`config.mk`:
```
export PLATFORM = sky130hd
export DESIGN_NAME = multi_tube_tdc
export DESIGN_NICKNAME = d
export VERILOG_FILES = /design/src/rtl/multi_tube_tdc.sv
export SDC_FILE = /design/constraint.sdc
export NUM_CORES = 1
export LEC_CHECK = 0
export ABC_CLOCK_PERIOD_IN_PS = 3790
export CAP_MARGIN = 25
export CORE_ASPECT_RATIO = 0.8
export CORE_MARGIN = 4
export CORE_UTILIZATION = 64
export CTS_CLUSTER_DIAMETER = 30
export DETAILED_ROUTE_END_ITERATION = 7
export PLACE_DENSITY = 0.85
export SLEW_MARGIN = 0
export SYNTH_ARGS = -nofsm -noshare
export SYNTH_HDL_FRONTEND = slang
export SYNTH_SLANG_ARGS = --single-unit
```
`constraint.sdc`:
```
create_clock -name clk -period 3.79 [get_ports clk]
set_input_delay 0.9475 -clock clk [delete_from_list [all_inputs] [get_ports clk]]
set_output_delay 0.9475 -clock clk [all_outputs]
set_load 0.02 [all_outputs]
```
`src/rtl/multi_tube_tdc.sv`:
```
// Multi-channel drift-time counter: after a trigger, time each tube's first
// gated hit against a shared counter, then stream per-channel results out.

module multi_tube_tdc_lane #(
  parameter int CNT_W       = 8,
  parameter int SYNC_STAGES = 2
) (
  input  logic             clk,
  input  logic             clr_n,
  input  logic             pin_i,
  input  logic             clear_i,
  input  logic             arm_i,
  input  logic [CNT_W-1:0] tcnt_i,
  output logic             qual_o,
  output logic             hit_o,
  output logic [CNT_W-1:0] time_o
);
  logic [SYNC_STAGES-1:0] sync_q;
  logic                   hit_q;
  logic [CNT_W-1:0]       time_q;

  always_ff @(posedge clk or negedge clr_n) begin
    if (!clr_n) sync_q <= '0;
    else        sync_q <= {sync_q[SYNC_STAGES-2:0], pin_i};
  end

  // Level-qualified: a channel latches once and then stays frozen until cleared.
  assign qual_o = sync_q[SYNC_STAGES-1] & arm_i & ~hit_q;

  always_ff @(posedge clk or negedge clr_n) begin
    if (!clr_n) begin
      hit_q  <= 1'b0;
      time_q <= '0;
    end else if (clear_i) begin
      hit_q  <= 1'b0;
      time_q <= '0;
    end else if (qual_o) begin
      hit_q  <= 1'b1;
      time_q <= tcnt_i;
    end
  end

  assign hit_o  = hit_q;
  assign time_o = time_q;
endmodule

module multi_tube_tdc #(
  parameter int N_TUBES     = 8,
  parameter int CNT_W       = 8,
  parameter int WINDOW      = 255,
  parameter int SYNC_STAGES = 2,
  parameter int EARLY_DONE  = 1,
  localparam int CH_W       = (N_TUBES > 1) ? $clog2(N_TUBES) : 1
) (
  input  logic               clk,
  input  logic               clr_n,
  input  logic               start,
  input  logic               abort,
  input  logic               gate_enable,
  input  logic [N_TUBES-1:0] tube_pins,
  output logic               busy,
  output logic               out_valid,
  input  logic               out_ready,
  output logic [CH_W-1:0]    out_chan,
  output logic               out_hit,
  output logic [CNT_W-1:0]   out_time
);
  localparam logic [CNT_W-1:0] WIN      = CNT_W'(WINDOW);
  localparam logic [CH_W-1:0]  LAST_CH  = CH_W'(N_TUBES - 1);

  typedef enum logic [1:0] {IDLE, ARMED, READOUT} state_t;

  state_t                          state_q, state_d;
  logic [CNT_W-1:0]                tcnt_q, tcnt_d;
  logic [CH_W-1:0]                 rd_idx_q, rd_idx_d;
  logic [N_TUBES-1:0]              qual, hit;
  logic [N_TUBES-1:0][CNT_W-1:0]   times;
  logic                            lane_clear, lane_arm, all_hit;

  // abort dominates start, so a simultaneous pair still leaves lanes cleared.
  assign lane_clear = abort | ((state_q == IDLE) & start);
  assign lane_arm   = (state_q == ARMED) & gate_enable;
  assign all_hit    = &(hit | qual);

  for (genvar i = 0; i < N_TUBES; i++) begin : g_lane
    multi_tube_tdc_lane #(.CNT_W(CNT_W), .SYNC_STAGES(SYNC_STAGES)) u_lane (
      .clk     (clk),
      .clr_n   (clr_n),
      .pin_i   (tube_pins[i]),
      .clear_i (lane_clear),
      .arm_i   (lane_arm),
      .tcnt_i  (tcnt_q),
      .qual_o  (qual[i]),
      .hit_o   (hit[i]),
      .time_o  (times[i])
    );
  end

  always_ff @(posedge clk or negedge clr_n) begin
    if (!clr_n) begin
      state_q  <= IDLE;
      tcnt_q   <= '0;
      rd_idx_q <= '0;
    end else begin
      state_q  <= state_d;
      tcnt_q   <= tcnt_d;
      rd_idx_q <= rd_idx_d;
    end
  end

  always_comb begin
    state_d  = state_q;
    tcnt_d   = '0;
    rd_idx_d = rd_idx_q;
    case (state_q)
      IDLE: begin
        rd_idx_d = '0;
        if (start) state_d = ARMED;
      end
      ARMED: begin
        tcnt_d = (tcnt_q == WIN) ? tcnt_q : tcnt_q + 1'b1;
        if ((tcnt_q == WIN) || ((EARLY_DONE != 0) && all_hit)) begin
          state_d  = READOUT;
          rd_idx_d = '0;
        end
      end
      READOUT: begin
        if (out_ready) begin
          if (rd_idx_q == LAST_CH) begin
            state_d  = IDLE;
            rd_idx_d = '0;
          end else begin
            rd_idx_d = rd_idx_q + 1'b1;
          end
        end
      end
      default: state_d = IDLE;
    endcase
    if (abort) begin
      state_d  = IDLE;
      tcnt_d   = '0;
      rd_idx_d = '0;
    end
  end

  // Outputs are zero outside READOUT; unhit channels report all ones.
  assign busy      = (state_q != IDLE);
  assign out_valid = (state_q == READOUT);
  assign out_chan  = out_valid ? rd_idx_q : '0;
  assign out_hit   = out_valid & hit[rd_idx_q];
  assign out_time  = !out_valid       ? '0 :
                     hit[rd_idx_q]    ? times[rd_idx_q] : '1;
endmodule

```
# After elaboration in Yosys (flattened, before gate mapping)
# Cells that the tools add are included.
# totals
inputBits,14
register_bits,101
output_inout_bits,14
elab_cells,136
# classes
muxes,53
n_addsub,2
reduce_logical,15
eq_ne,9
n_lt_le_gt_ge,1
n_bitwise,29
# op_table
operator,n
8-bit two-way mux,22
8-bit binary-select mux with 3-bit select,1
1-bit AND,19
2-bit nonzero test,9
1-bit two-way mux,17
3-bit two-way mux,5
2-bit two-way mux,5
3-bit by 2-bit != test with 1-bit output (second input constant),3
3-bit one-hot mux with 3 select lines,1
8-bit by 1-bit adder with 8-bit output (second input constant),1
8-bit equality test (second input constant),1
1-bit NOT,8
8-bit bitwise OR,1
8-bit AND reduction,1
3-bit != test (second input constant),2
2-bit one-hot mux with 3 select lines,1
3-bit by 4-bit < comparator with 1-bit output (second input constant),1
4-bit AND reduction,1
4-bit nonzero test,1
3-bit by 1-bit adder with 3-bit output (second input constant),1
1-bit binary-select mux with 3-bit select,1
3-bit equality test (second input constant),1
3-bit AND reduction,1
2-bit by 1-bit equality test with 1-bit output (second input constant),1
other kinds (4),4

# Logic depth before layout (Yosys ltp)
# logic_depth
ltp_word,10
depth_mapped,7
mapped_depth_nobuf,6

# Modules after synthesis
# A second synthesis with hierarchy kept.
# hier_totals
cells_unflattened,453
hier_area_um2,5253.8
# by_module_without_submodules
mod,instances,seq_area_each_um2,area_each_um2,cells_per_inst
multi_tube_tdc_lane,8,275.3,488.0,40
multi_tube_tdc,1,325.3,1350.0,133

# Worst setup path before layout
# No wires, ideal clock.
# synth_path
path_kind,reg2out
start,register rd_idx_q[0]
end,output out_time[0]
arrival_time_ps,1611
required_ps,2843
path_stages_with_launch,4
slack_ps,1231
path_buffers,0
path_cell_list,dfrtp_1 -> mux4_2 -> mux2_2 -> a21oi_1
# synth_via
elab_chain_len,4
word_cells_on_any_way,6
cone_classes,mux: 6
# synth_lines
item,line_no,rtl
"start, declared",75,"logic [CH_W-1:0] rd_idx_q, rd_idx_d;"
"start signal, assigned",107,rd_idx_q <= rd_idx_d;
8-bit binary-select mux with 3-bit select or 1-bit binary-select mux with 3-bit select (tied branches),152,hit[rd_idx_q] ? times[rd_idx_q] : '1;
8-bit two-way mux (implied by the code) or 1-bit two-way mux (tied branches),152,
8-bit two-way mux *,152,
8-bit two-way mux *,151,assign out_time = !out_valid ? '0 :
"end, declared",66,output logic [CNT_W-1:0] out_time
# Mark *: on every way between the ends. The rest lies on a longest branch, timed or not. The select of a mux whose other input is x is not followed.

# Worst setup path in the final report
# layout_path
start,register rd_idx_q[1]
end,output out_time[0]
# Same word-level chain as after synthesis.

==> impl_summary.log <==
[metrics] total half-perimeter wirelength after legalization and detailed placement: 6.76 mm
[metrics] origin of the critical flop-to-flop path: tcnt_q[0]$_DFFE_PN0P_
[metrics] effective utilization at floorplan: 67.8%
[metrics] CTS root buffer: sky130_fd_sc_hd__clkbuf_8
[metrics] number of antenna violations at the first check in global routing: 0
[metrics] main area contributors after synthesis: sky130_fd_sc_hd__dfrtp_1, sky130_fd_sc_hd__mux2i_1, sky130_fd_sc_hd__mux4_2, sky130_fd_sc_hd__nor2_1, sky130_fd_sc_hd__and4b_1
[metrics] maximum number of pins on one net before global-route repair: 68
[metrics] detailed-route wire length: 10.3 mm
[metrics] primary flip-flop cell chosen by synthesis mapping: sky130_fd_sc_hd__dfrtp_1
[metrics] H-tree lvl count: 3
[metrics] Static Leakage: 0.00225 uW
[metrics] startpoint-to-endpoint class of the critical path: flop to output port
[metrics] Cell Count, Final, Fillers Out: 508
[metrics] setup repair after global routing missed its margin: no
[metrics] number of failing hold endpoints at the final stage: 0
[metrics] time the worst path needs with I/O delays and setup: 3.58 ns
[metrics] All-Layer GR Usage: 24.9%
[metrics] Initial DRC Count: 220
[metrics] CTS tree: done
[metrics] via count of the first global-routing pass: 3254
[metrics] Worst Path Max Fanout: 11
[metrics] Crit path buffers/inverters: 1
[metrics] crit start category: flop
[metrics] row cnt: 27
[metrics] Setup crit end kind: output port
[metrics] launch point of the worst hold path: g_lane[1].u_lane.sync_q[0]$_DFF_PN0_
[metrics] port buffer count: 27
[metrics] stage delay of the slowest cell on the critical path: 0.65 ns
[metrics] top-area cell type share of the netlist area: 52.6%
[metrics] Sum Neg Setup Slack: 0 ns
[metrics] first-pass GRT wire length: 17.2 mm
[metrics] post-cts hold buffer count: 0
[metrics] count of flip-flops with a built-in enable after synthesis: 0
[metrics] core box area: 0.00709 mm^2
[metrics] number of maximum-capacitance violations: 0
[metrics] top cells by count, synth: sky130_fd_sc_hd__dfrtp_1, sky130_fd_sc_hd__nor2_1, sky130_fd_sc_hd__mux2i_1
[metrics] io pins: 28
[metrics] number of gates resized after cts: 0
[metrics] diode count: 0
[metrics] Gate Count Post-Synth: 399
[metrics] number of library cell types mapped by synthesis: 38
[metrics] cell type with the highest aggregate area in the netlist: sky130_fd_sc_hd__dfrtp_1
[metrics] run status: completed
[metrics] arrival time at the worst endpoint: 2.63 ns
[metrics] path type of the worst min-delay path: flop to flop
[metrics] transition time at the pin with the least slew margin: 0.851 ns
[metrics] critical path, cell by cell: mux4_2, mux2_2, a21oi_1, clkdlybuf4s50_1
[metrics] fraction of the yosys area taken by sequential cells: 52.6%
[metrics] Layout Nets: 433
[metrics] Die X-Extent: 105 um
[metrics] worst supply voltage drop on vdd: 0.239 mV
[metrics] Inst Count DP: 492
[metrics] cell with the largest stage delay on the worst path: sky130_fd_sc_hd__clkdlybuf4s50_1
[metrics] TritonCTS sink count: 101
[metrics] vias per std cell: 6.22
[metrics] required time worst endpoint: 2.84 ns
[metrics] Power Dens Cells: 393 mW/mm^2
[metrics] Clock Latency Late Sink: 0.37 ns
[metrics] post-placement worst setup slack: 0.626 ns
[metrics] CTS Buffer Depth: 2
[metrics] antenna-violating nets left: 0
[metrics] number of synthesized register bits: 101
[metrics] final slew viol count: 0
[metrics] total setup violations reported at the end of the flow: 0
[metrics] die footprint: 0.00897 mm^2
[metrics] Yosys Warn Count: 0
[metrics] clock-pin slew of the registers on the worst-case setup and hold paths: 0.10 ns
[metrics] number of CTS-inserted buffers: 9
[metrics] Mapped Area: 0.00481 mm^2
[metrics] area growth from synthesis to final layout: 10.8%
[metrics] final design utilization: 75.1%
[metrics] Async SR Flop Fraction: 100%
[metrics] Post-Synthesis Mean Instance Area: 12.0 um^2
[metrics] global-route congestion overflow total: 0
[metrics] routability congestion estimate from global placement: 0.829
[metrics] routed length per placed instance: 20.2 um
[metrics] final clock period utilization by the worst path: 94.4%
[metrics] total vias in the final route: 3160
[metrics] kind of cell with the highest combined delay on the critical path: multiplexers
[metrics] ratio of cells with drive above 1 in the final layout: 13.3%
[metrics] worst-case clock skew: 0.00910 ns
[metrics] fmax: 280 MHz
[metrics] vertical die dimension: 85.5 um
[metrics] net count of the mapped netlist: 416
[metrics] beginning of the critical path: rd_idx_q[1]$_DFFE_PN0P_
[metrics] total setup buffers inserted after CTS: 0
[metrics] DRC violations left: 0
[metrics] most common cell in the netlist: sky130_fd_sc_hd__dfrtp_1
[metrics] relative max-transition margin: 43.3%
[metrics] hold slack: 0.359 ns
[metrics] 1st-pass router iterations: 5
[metrics] setup slack of the critical path after layout: 0.213 ns
## report_power, final
part	total (uW)	internal, uW	switching, uW
clock	708	315	394
sequential	1120	1090	28.1
combinational	263	107	156
total	2090	1520	578
## sequential cells by signal, summed over array words and instances, names as in the netlist
name	cells
g_lane.u_lane.hit_o	8
tcnt_q	8
rd_idx_q	3
state_q	2
g_lane.u_lane.time_o	64
g_lane.u_lane.sync_q	16
## metal layers
layer,part of all wire (%),wire length (um),up-vias,global-route usage (%)
li1,-,-,1428,-
met1,44,4540,1600,35.3
met2,46,4730,114,38.1
met3,7.9,814,18,7.37
met4,1.8,189,0,6.91
met5,0,0,-,0
## path summary, 6_finish.rpt
path	endpoint	depth (start not counted)	slack, ns
setup reg to reg	rd_idx_q[1]$_DFFE_PN0P_	5	1.88
max in group asynchronous	g_lane[0].u_lane.time_o[5]$_DFFE_PN0P_	2	2.47
setup / recovery	out_time[0]	4	0.21
hold / removal	g_lane[1].u_lane.sync_q[1]$_DFF_PN0_	0	0.36
hold reg to reg	g_lane[1].u_lane.sync_q[1]$_DFF_PN0_	0	0.36
min in group asynchronous	g_lane[4].u_lane.sync_q[1]$_DFF_PN0_	1	0.66
## worst reg2reg max path, stage by stage (launching register included)
cell	delay (ns)
sky130_fd_sc_hd__dfrtp_1	0.59
sky130_fd_sc_hd__ha_1	0.33
sky130_fd_sc_hd__nand3_1	0.20
sky130_fd_sc_hd__or2_2	0.41
sky130_fd_sc_hd__nand3_1	0.11
sky130_fd_sc_hd__o22ai_1	0.12
## cells by family after synthesis
logic type               Yosys count  share of synthesized area (%)
buffers and inverters             36                           4.03
flip-flops                       101                           52.6
XOR/XNOR                           4                          0.729
adder cells (fa/ha/maj)            3                          0.781
AND/OR/NAND/NOR                  134                           13.8
AO/OA/AOI/OAI                     27                           3.77
multiplexers                      94                           24.3
## cells in the final DEF, fill, tap and decap left out, types with 2 or more instances in the layout
| cell type | count |
|---|---|
| sky130_fd_sc_hd__a31oi_1 | 2 |
| sky130_fd_sc_hd__nor3b_1 | 6 |
| sky130_fd_sc_hd__nor2_1 | 89 |
| sky130_fd_sc_hd__o22ai_2 | 2 |
| sky130_fd_sc_hd__and4b_1 | 8 |
| sky130_fd_sc_hd__buf_4 | 12 |
| sky130_fd_sc_hd__nand3_1 | 5 |
| sky130_fd_sc_hd__ha_1 | 3 |
| sky130_fd_sc_hd__clkdlybuf4s50_1 | 26 |
| sky130_fd_sc_hd__inv_6 | 3 |
| sky130_fd_sc_hd__a21oi_1 | 10 |
| sky130_fd_sc_hd__o22ai_1 | 5 |
| sky130_fd_sc_hd__mux4_2 | 18 |
| sky130_fd_sc_hd__clkbuf_8 | 9 |
| sky130_fd_sc_hd__and2_1 | 4 |
| sky130_fd_sc_hd__dfrtp_1 | 101 |
| sky130_fd_sc_hd__mux2i_1 | 75 |
| sky130_fd_sc_hd__nand2b_1 | 3 |
| sky130_fd_sc_hd__xor2_1 | 3 |
| sky130_fd_sc_hd__nor2b_1 | 7 |
| sky130_fd_sc_hd__clkinv_4 | 2 |
| sky130_fd_sc_hd__nand2_1 | 5 |
| sky130_fd_sc_hd__buf_12 | 2 |
| sky130_fd_sc_hd__o21ai_0 | 2 |
| sky130_fd_sc_hd__o2111ai_1 | 2 |
## final cells by class
| cell class | count | area [um^2] |
|---|---|---|
| well taps | 87 | 109 |
| clock inverters | 7 | 81.3 |
| inverters | 2 | 7.51 |
| flip-flops and latches | 101 | 2530 |
| repair buffers | 40 | 390 |
| multi-input cells | 262 | 2090 |
| fillers | 459 | 1770 |
| clock buffers | 9 | 124 |
## metrics by stage
step / total power [uW] / cell area (um^2)
after global routing: 2190 / 5330
after floorplan: 1300 / 4810
after CTS: 2110 / 5330
final: 2090 / 5330
after global placement: 1400 / 5120
after detailed placement: 1410 / 5120
(Power assumes the default switching activity.)
